<file path="config.mk">
export PLATFORM = sky130hd
export DESIGN_NAME = echo_capture
export DESIGN_NICKNAME = d
export VERILOG_FILES = /design/src/rtl/echo_capture_pkg.sv /design/src/rtl/echo_capture_gate_integrator.sv /design/src/rtl/echo_capture.sv
export SDC_FILE = /design/constraint.sdc
export NUM_CORES = 1
export LEC_CHECK = 0
export ABC_AREA = 1
export BUFFER_PORTS_ARGS = -buffer_cell sky130_fd_sc_hd__buf_2
export CORE_MARGIN = 2
export CORE_UTILIZATION = 60
export DETAILED_ROUTE_END_ITERATION = 8
export PLACE_DENSITY = 0.82
export SLEW_MARGIN = 20
export SYNTH_ARGS = -nofsm -noshare
export SYNTH_HDL_FRONTEND = slang
export SYNTH_SLANG_ARGS = --single-unit
</file>
<file path="constraint.sdc">
create_clock -name clk_pll -period 3.09 [get_ports clk_pll]
set_clock_uncertainty 0.1 [all_clocks]
set_input_delay 0.309 -clock clk_pll [delete_from_list [all_inputs] [get_ports clk_pll]]
set_output_delay 0.309 -clock clk_pll [all_outputs]
set_load 0.01 [all_outputs]
</file>
<file path="src/rtl/echo_capture_pkg.sv">
// Shared widths, FSM state type and sign-extension helper for echo_capture.
package echo_capture_pkg;

  localparam int unsigned ADC_W      = 12;
  localparam int unsigned CNT_W      = 12;
  localparam int unsigned SHOT_W     = 16;
  // One extra bit so a baseline-corrected sample cannot wrap.
  localparam int unsigned SAMP_W     = ADC_W + 1;
  localparam int unsigned SHOT_SUM_W = SAMP_W + CNT_W;
  localparam int unsigned SUM_W      = ADC_W + CNT_W + SHOT_W;
  localparam int unsigned TSAMP_W    = CNT_W + SHOT_W;

  typedef enum logic [1:0] {
    IDLE,
    ARMED,
    INTEGRATE,
    DONE
  } echo_state_t;

  // Sign-extend an ADC sample by one bit.
  function automatic logic signed [SAMP_W-1:0] sext_sample(input logic signed [ADC_W-1:0] x);
    return {x[ADC_W-1], x};
  endfunction

endpackage

</file>
<file path="src/rtl/echo_capture_gate_integrator.sv">
// Per-shot integrator: gate edge detect, capped sample sum/count, clip strobe
// and shot-end strobe. Totals across shots live in the parent.
module gate_integrator #(
  parameter int unsigned SAMP_W     = 13,
  parameter int unsigned CNT_W      = 12,
  parameter int unsigned SHOT_SUM_W = 25
) (
  input  logic                         clk_pll,
  input  logic                         resetn,
  input  logic                         clear,
  input  logic                         accum_en,
  input  logic                         record_start,
  input  logic                         adc_valid,
  input  logic signed [SAMP_W-1:0]     sample,
  input  logic        [CNT_W-1:0]      cap,
  output logic                         gate_rise,
  output logic                         shot_end,
  output logic                         clip_hit,
  output logic signed [SHOT_SUM_W-1:0] shot_sum,
  output logic        [CNT_W-1:0]      shot_cnt
);

  logic                         gate_prev_q;
  logic signed [SHOT_SUM_W-1:0] sum_q;
  logic        [CNT_W-1:0]      cnt_q;
  logic                         offered;
  logic                         below_cap;
  logic                         accept;

  // Decode sample acceptance and the strobes seen by the parent FSM.
  always_comb begin
    offered   = accum_en & record_start & adc_valid;
    below_cap = (cnt_q < cap);
    accept    = offered & below_cap;
    clip_hit  = offered & ~below_cap;
    shot_end  = accum_en & ~record_start;
    gate_rise = record_start & ~gate_prev_q;
  end

  // Gate history plus per-shot accumulation; cleared at each shot end.
  always_ff @(posedge clk_pll) begin
    if (!resetn) begin
      gate_prev_q <= 1'b0;
      sum_q       <= '0;
      cnt_q       <= '0;
    end else begin
      gate_prev_q <= record_start;
      if (clear || shot_end) begin
        sum_q <= '0;
        cnt_q <= '0;
      end else if (accept) begin
        sum_q <= sum_q + {{(SHOT_SUM_W-SAMP_W){sample[SAMP_W-1]}}, sample};
        cnt_q <= cnt_q + CNT_W'(1);
      end
    end
  end

  assign shot_sum = sum_q;
  assign shot_cnt = cnt_q;

endmodule

</file>
<file path="src/rtl/echo_capture.sv">
// echo_capture: integrates ADC samples inside each record gate, sums the
// per-shot integrals over num_shots and hands the total to the host.
// Optional build macro ECHO_BASELINE_EN adds a baseline input subtracted
// from every accepted sample.
module echo_capture #(
  parameter int unsigned ADC_W  = 12,
  parameter int unsigned SHOT_W = 16,
  parameter int unsigned CNT_W  = 12
) (
  input  logic                                clk_pll,
  input  logic                                resetn,
  input  logic                                start,
  input  logic                                abort,
  input  logic        [SHOT_W-1:0]            num_shots,
  input  logic        [CNT_W-1:0]             max_samples,
  input  logic                                record_start,
  input  logic signed [ADC_W-1:0]             adc_data,
  input  logic                                adc_valid,
`ifdef ECHO_BASELINE_EN
  input  logic signed [ADC_W-1:0]             baseline,
`endif
  output logic                                busy,
  output logic                                result_valid,
  input  logic                                result_ready,
  output logic signed [ADC_W+CNT_W+SHOT_W-1:0] result_sum,
  output logic        [CNT_W+SHOT_W-1:0]       result_samples,
  output logic        [SHOT_W-1:0]             result_shots,
  output logic                                clipped
);

  import echo_capture_pkg::*;

  localparam int unsigned SampW    = ADC_W + 1;
  localparam int unsigned ShotSumW = SampW + CNT_W;
  localparam int unsigned SumW     = ADC_W + CNT_W + SHOT_W;
  localparam int unsigned TotSampW = CNT_W + SHOT_W;

  echo_state_t               state_q;
  logic                      busy_q;
  logic                      valid_q;
  logic signed [SumW-1:0]    total_sum_q;
  logic        [TotSampW-1:0] total_samp_q;
  logic        [SHOT_W-1:0]  shots_q;
  logic                      clipped_q;

  logic signed [SampW-1:0]    sample;
  logic        [CNT_W-1:0]    cap;
  logic        [SHOT_W-1:0]   eff_shots;
  logic                       clear_shot;
  logic                       accum_en;
  logic                       gate_rise;
  logic                       shot_end;
  logic                       clip_hit;
  logic signed [ShotSumW-1:0] shot_sum;
  logic        [CNT_W-1:0]    shot_cnt;

`ifdef ECHO_BASELINE_EN
  assign sample = sext_sample(adc_data) - sext_sample(baseline);
`else
  assign sample = sext_sample(adc_data);
`endif

  // Zero-valued limits behave as one; derive integrator controls from state.
  always_comb begin
    cap        = (max_samples == '0) ? CNT_W'(1) : max_samples;
    eff_shots  = (num_shots == '0) ? SHOT_W'(1) : num_shots;
    accum_en   = (state_q == INTEGRATE);
    clear_shot = abort | ((state_q == IDLE) & start);
  end

  gate_integrator #(
    .SAMP_W     (SampW),
    .CNT_W      (CNT_W),
    .SHOT_SUM_W (ShotSumW)
  ) u_gate_integrator (
    .clk_pll      (clk_pll),
    .resetn       (resetn),
    .clear        (clear_shot),
    .accum_en     (accum_en),
    .record_start (record_start),
    .adc_valid    (adc_valid),
    .sample       (sample),
    .cap          (cap),
    .gate_rise    (gate_rise),
    .shot_end     (shot_end),
    .clip_hit     (clip_hit),
    .shot_sum     (shot_sum),
    .shot_cnt     (shot_cnt)
  );

  // Acquisition FSM with cross-shot totals and the result handshake.
  always_ff @(posedge clk_pll) begin
    if (!resetn) begin
      state_q      <= IDLE;
      busy_q       <= 1'b0;
      valid_q      <= 1'b0;
      total_sum_q  <= '0;
      total_samp_q <= '0;
      shots_q      <= '0;
      clipped_q    <= 1'b0;
    end else if (abort) begin
      // Totals are left as-is; the next start clears them.
      state_q <= IDLE;
      busy_q  <= 1'b0;
      valid_q <= 1'b0;
    end else begin
      case (state_q)
        IDLE: begin
          if (start) begin
            state_q      <= ARMED;
            busy_q       <= 1'b1;
            total_sum_q  <= '0;
            total_samp_q <= '0;
            shots_q      <= '0;
            clipped_q    <= 1'b0;
          end
        end
        ARMED: begin
          if (gate_rise) state_q <= INTEGRATE;
        end
        INTEGRATE: begin
          if (clip_hit) clipped_q <= 1'b1;
          if (shot_end) begin
            total_sum_q  <= total_sum_q + {{(SumW-ShotSumW){shot_sum[ShotSumW-1]}}, shot_sum};
            total_samp_q <= total_samp_q + TotSampW'(shot_cnt);
            shots_q      <= shots_q + SHOT_W'(1);
            if ((shots_q + SHOT_W'(1)) == eff_shots) begin
              state_q <= DONE;
              valid_q <= 1'b1;
            end else begin
              state_q <= ARMED;
            end
          end
        end
        DONE: begin
          if (result_ready) begin
            state_q <= IDLE;
            busy_q  <= 1'b0;
            valid_q <= 1'b0;
          end
        end
        default: begin
          state_q <= IDLE;
          busy_q  <= 1'b0;
          valid_q <= 1'b0;
        end
      endcase
    end
  end

  assign busy           = busy_q;
  assign result_valid   = valid_q;
  assign result_sum     = total_sum_q;
  assign result_samples = total_samp_q;
  assign result_shots   = shots_q;
  assign clipped        = clipped_q;

endmodule

</file>
* Word level (Yosys, flattened, before mapping) *
Index checks and enable logic that the tools add are counted.

cells by class
  order comparisons = 1
  equality and inequality tests = 10
  $add $sub $neg = 5
  mux-type cells = 26
  reductions and logical operators = 14
  bitwise logic cells = 13

operator list
  kind                                                             count
  40-bit 2-to-1 mux                                                2
  40-bit one-hot mux with 2 select lines                           1
  28-bit 2-to-1 mux                                                2
  28-bit one-hot mux with 2 select lines                           1
  16-bit 2-to-1 mux                                                3
  40-bit adder                                                     1
  16-bit one-hot mux with 2 select lines                           1
  28-bit by 12-bit adder with 28-bit output                        1
  25-bit adder                                                     1
  16-bit by 1-bit adder with 16-bit output, second input constant  1
  16-bit == test                                                   1
  16-bit logical NOT                                               1
  4-bit AND reduction                                              4
  12-bit by 1-bit adder with 12-bit output, second input constant  1
  12-bit logical NOT                                               1
  12-bit less-than comparator                                      1
  12-bit 2-to-1 mux                                                1
  2-bit inequality test, second input constant                     6
  2-bit 2-to-1 mux                                                 5
  2-bit one-hot mux with 4 select lines                            1
  1-bit AND                                                        7
  1-bit 2-to-1 mux                                                 6
  1-bit one-hot mux with 2 select lines                            3
  2-bit nonzero test                                               3
  8 further kinds                                                  14

word-level totals
  input port bits = 47
  flip-flop bits (word level) = 127
  word-level logic and storage cells = 79
  output and inout port bits = 87

* Depth between registers and ports, before layout *
  word-level depth = 7
  gate-level depth with buffers = 16

* Modules after synthesis *
Synthesis repeated with hierarchy kept, for this count alone.

second synthesis, totals
  cell total of the unflattened synthesis = 1,832
  area, all modules = 10,934.2 µm²

by module, submodules not included
  module           cells each  area an instance (µm²)  seq. area each (µm²)  times used
  echo_capture     1,188       7,249.5                 1,781.7               1
  gate_integrator  644         3,684.8                 760.7                 1

* Worst setup path before layout *
Ideal clock, no wire load.

  kind = reg2reg
  start = register total_sum_q[0], in the netlist result_sum[0]
  end = register total_sum_q[18], in the netlist result_sum[18]
  path buffers = 0
  stages on the path, launching flop included = 16
  data arrival time = 2.002 ns
  setup slack = 0.856 ns
  required time = 2.858 ns
  clock period less this slack = 2.234 ns
  cell sequence = dfxtp_1 ha_1 inv_1 fa_1 o21ai_2 nand2_1 nand2_1 nand2_1 nand2_1 nand2_1 nand2_1 nand2_1 nand2_1 a21oi_1 o21ai_1 a21oi_1

between the ends
  longest elaborated chain between the ends = 3

ends and longest elaborated chain
  what                                    RTL line             RTL
  start: declaration                      echo_capture.sv:41   logic signed [SumW-1:0] total_sum_q;
  start signal: assignment                echo_capture.sv:124  total_sum_q <= total_sum_q + {{(SumW-ShotSumW){shot_sum[ShotSumW-1]}}, shot_sum};
  40-bit adder                            echo_capture.sv:124
  40-bit 2-to-1 mux                       echo_capture.sv:123  if (shot_end) begin
  40-bit one-hot mux with 2 select lines  echo_capture.sv:107  case (state_q)

Every way passes these cells. The select of a mux whose other input is x is not followed.
A chain may end at the register's enable or synchronous reset.

* Worst setup path after layout *
  start = register u_gate_integrator.sum_q[0], in the netlist u_gate_integrator.shot_sum[0]
  end = register total_sum_q[18], in the netlist result_sum[18]

between the ends
  longest elaborated chain between the ends = 3

ends and longest elaborated chain
  what                                    RTL line                            RTL
  start: declaration                      echo_capture_gate_integrator.sv:24  logic signed [SHOT_SUM_W-1:0] sum_q;
  start signal: assignment                echo_capture_gate_integrator.sv:52  sum_q <= sum_q + {{(SHOT_SUM_W-SAMP_W){sample[SAMP_W-1]}}, sample};
  40-bit adder                            echo_capture.sv:124
  40-bit 2-to-1 mux                       echo_capture.sv:123
  40-bit one-hot mux with 2 select lines  echo_capture.sv:107

Every way passes these cells. The select of a mux whose other input is x is not followed.

==> impl_metrics.tcl <==
set metrics [dict create \
    outcome "finished clean" \
    start_kind "register" \
    ys_seq_area_share_pct 24.8 \
    ys.flop_type "dfxtp_1" \
    synthAdderAreaFrac_pct 11.3 \
    power.density_mw_per_mm2 347 \
    cts_setup_buffers 0 \
    syn_avg_cell_area_um2 6.36 \
    maxCapViolCount 0 \
    hpwl_um 23000 \
    cts_tree "built" \
    synth.cell_area_mm2 0.0102 \
    clock_sinks 127 \
    cts_buffer_depth 2 \
    antenna_left 0 \
    reg2reg_slack_ns 0.38 \
    crit_path_end_kind "register" \
    rsz0062_at_grt "no" \
    cts_resized 0 \
    grt-busiest-layer "met2" \
    ios 134 \
    met2_usage_pct 53.9 \
    min_to "u_gate_integrator.gate_prev_q" \
    fin_tns_setup_ns 0 \
    critPathMaxFanout 4 \
    use_met3_pct 6.53 \
    vias 11300 \
    required_ns 3.27 \
    grt_max_degree 69 \
    area_delta_synth_final_pct 14.8 \
    synth.most_common_cell "nand2_1" \
    ys_types 52 \
    synth_edf_count 0 \
    fin_cells 1970 \
    min_from "resetn" \
    drt-total-wl_um 30000 \
    drive_gt1_share_pct 12.3 \
    antenna_cells 0 \
    yosysWarnings 0 \
    clk-insertion-delay-late_ns 0.43 \
    yosys-top-cells-area "dfxtp_1, nand2_1, a21oi_1" \
    grt_pass1_vias 10400 \
    grtUsageTotal_pct 33.2 \
    synthTopCellsByCount "nand2_1, a21oi_1, nor2_1" \
    worst_hold_slack_ns 0.0667 \
    path_clk_slew_ns 0.06 \
    p_leak_nw 5.34 \
    dieArea_mm2 0.0181 \
    first_pass_iters 6 \
    antenna_found_initial 0 \
    dp.cells 1938 \
    gr-total-overflow 0 \
    rows 47 \
    setup_viol 0 \
    start_util_pct 61.6 \
    synth-simple-area-share_pct 31.6 \
    fin_crit_ns 2.71 \
    max_freq_mhz 368 \
    synth_mux_area_share_pct 0 \
    synthCells 1610 \
    clkPwrFrac_pct 53.3 \
    power.switching_uw 986 \
    crit_type "reg2reg" \
    h-tree-depth 4 \
    period_share_pct 87.8 \
    intPower_mw 3.10 \
    numCtsBuffers 17 \
    reg2reg_to "result_sum[18]" \
    async_flop_share_pct 0 \
    tightest_slew_ns 0.774 \
    pwr-share-seq_pct 40.3 \
    core-area_mm2 0.0166 \
    ff2ff_path_depth 15 \
    grt_pass1_wl_um 49300 \
    syn_nets 1748 \
    yosys_register_bits 127 \
    place_congestion 0.977 \
    synth-compound-area-share_pct 20.9 \
    synth_top_family_by_area "simple AND/OR/NAND/NOR gates" \
    die_height_um 135 \
    whs_path_depth 3 \
    grt_util_met1_pct 44.8 \
    synth_top_area_cell "dfxtp_1" \
    drt-wirelength-per-cell_um 15.3 \
    first_iter_violations 658 \
    viasPerCell 5.71 \
    cts-root-buf "clkbuf_16" \
    fin_util_pct 70.7 \
    cp.arrival_ns 2.89 \
    slew_headroom_pct 48.4 \
    fp.dieW_um 135 \
    numPortBuffers 133 \
    dpl_cell_area_mm2 0.0111 \
    hold_path_class "in2reg" \
    finalMaxSlewViolations 0 \
    synth_top_area_share_pct 24.8 \
    synth-xor-area-share_pct 4.02 \
    peakVddDrop_uv 382 \
    nets 1876 \
    hold_violations 0 \
    drcViolationCount 0 \
    fin_area_mm2 0.0118 \
    p_comb_share_pct 6.4 \
    power_switching_share_pct 24.1 \
    r2r-start "u_gate_integrator.shot_sum[0]" \
]
[worst max-delay path, cell delays in order, from the launching register on]
cell	delay (ns)
dfxtp_1	0.39
ha_1	0.25
inv_1	0.09
fa_1	0.44
o21ai_2	0.30
nand2_1	0.08
nand2_1	0.14
nand2_1	0.07
nand2_1	0.17
nand2_1	0.07
nand2_1	0.10
nand2_1	0.06
nand2_1	0.09
a21oi_1	0.06
o21ai_1	0.09
a21oi_1	0.07
[logic make-up after synthesis]
| kind of cell | after synthesis |
|---|---|
| adder cells (fa/ha/maj) | 91 |
| buffers and inverters | 193 |
| XOR/XNOR | 43 |
| flip-flops | 127 |
| AO/OA/AOI/OAI | 402 |
| AND/OR/NAND/NOR | 754 |
[registers in the layout, summed over array words and instances (netlist names)]
signal,flops
result_sum,40
state_q,2
result_valid,1
result_shots,16
u_gate_integrator.gate_prev_q,1
u_gate_integrator.shot_cnt,12
u_gate_integrator.shot_sum,25
result_samples,28
busy,1
clipped,1
[final cells by class]
class | count | area [um2]
multi-input cells | 1290 | 6960
fillers | 1508 | 4880
flip-flops and latches | 127 | 2540
repair buffers | 145 | 771
inverters | 157 | 591
clock buffers | 18 | 439
well taps | 220 | 275
clock inverters | 13 | 189
[metrics by stage]
stage | power [mW] | setup WS [ns]
4_1_cts | 4.09 | 0.406
6_report | 4.08 | 0.376
3_3_place_gp | 1.93 | 0.433
5_1_grt | 4.19 | 0.216
2_1_floorplan | 1.85 | 0.856
3_5_place_dp | 1.94 | 0.401
[power groups by stage]
stage / logic (mW) / registers (mW) / clock network [mW]
after floorplan: 0.167 / 1.68 / 0
after global placement: 0.251 / 1.68 / 0
after detailed placement: 0.255 / 1.68 / 0
after CTS: 0.257 / 1.65 / 2.19
after global routing: 0.291 / 1.65 / 2.26
final: 0.260 / 1.65 / 2.18
[repair_timing]
| item | in CTS | in global routing |
|---|---|---|
| hold buffers | 1 | 0 |
| endpoints found under the hold margin | 1 | 0 |
| setup endpoints to repair | 0 | 0 |
[how the worst max path moves through the flow]
stage                                              from        endpoint  slack [ns]
after detailed placement  u_gate_integrator.shot_sum[0]  result_sum[18]        0.40
final                     u_gate_integrator.shot_sum[0]  result_sum[18]        0.38
after global routing      u_gate_integrator.shot_sum[0]  result_sum[18]        0.22
after floorplan                           result_sum[0]  result_sum[18]        0.86
after global placement    u_gate_integrator.shot_sum[0]  result_sum[18]        0.43
after CTS                 u_gate_integrator.shot_sum[0]  result_sum[18]        0.41
[layout by cell type, fill, tap and decap left out, drive strengths merged, types with 29 or more instances in the layout]
master / instances
nand2: 418
a21oi: 250
nor2: 159
inv: 157
buf: 144
dfxtp: 127
o21ai: 108
nand3: 98
ha: 88
nand4: 31
xor2: 29
[metal layers]
metal,vias to the layer above,part of all wire (%)
li1,5694,-
met4,0,2.0
met2,368,45
met1,5132,46
met3,57,7.1
met5,-,0
Power figures use the tool's default switching activity.
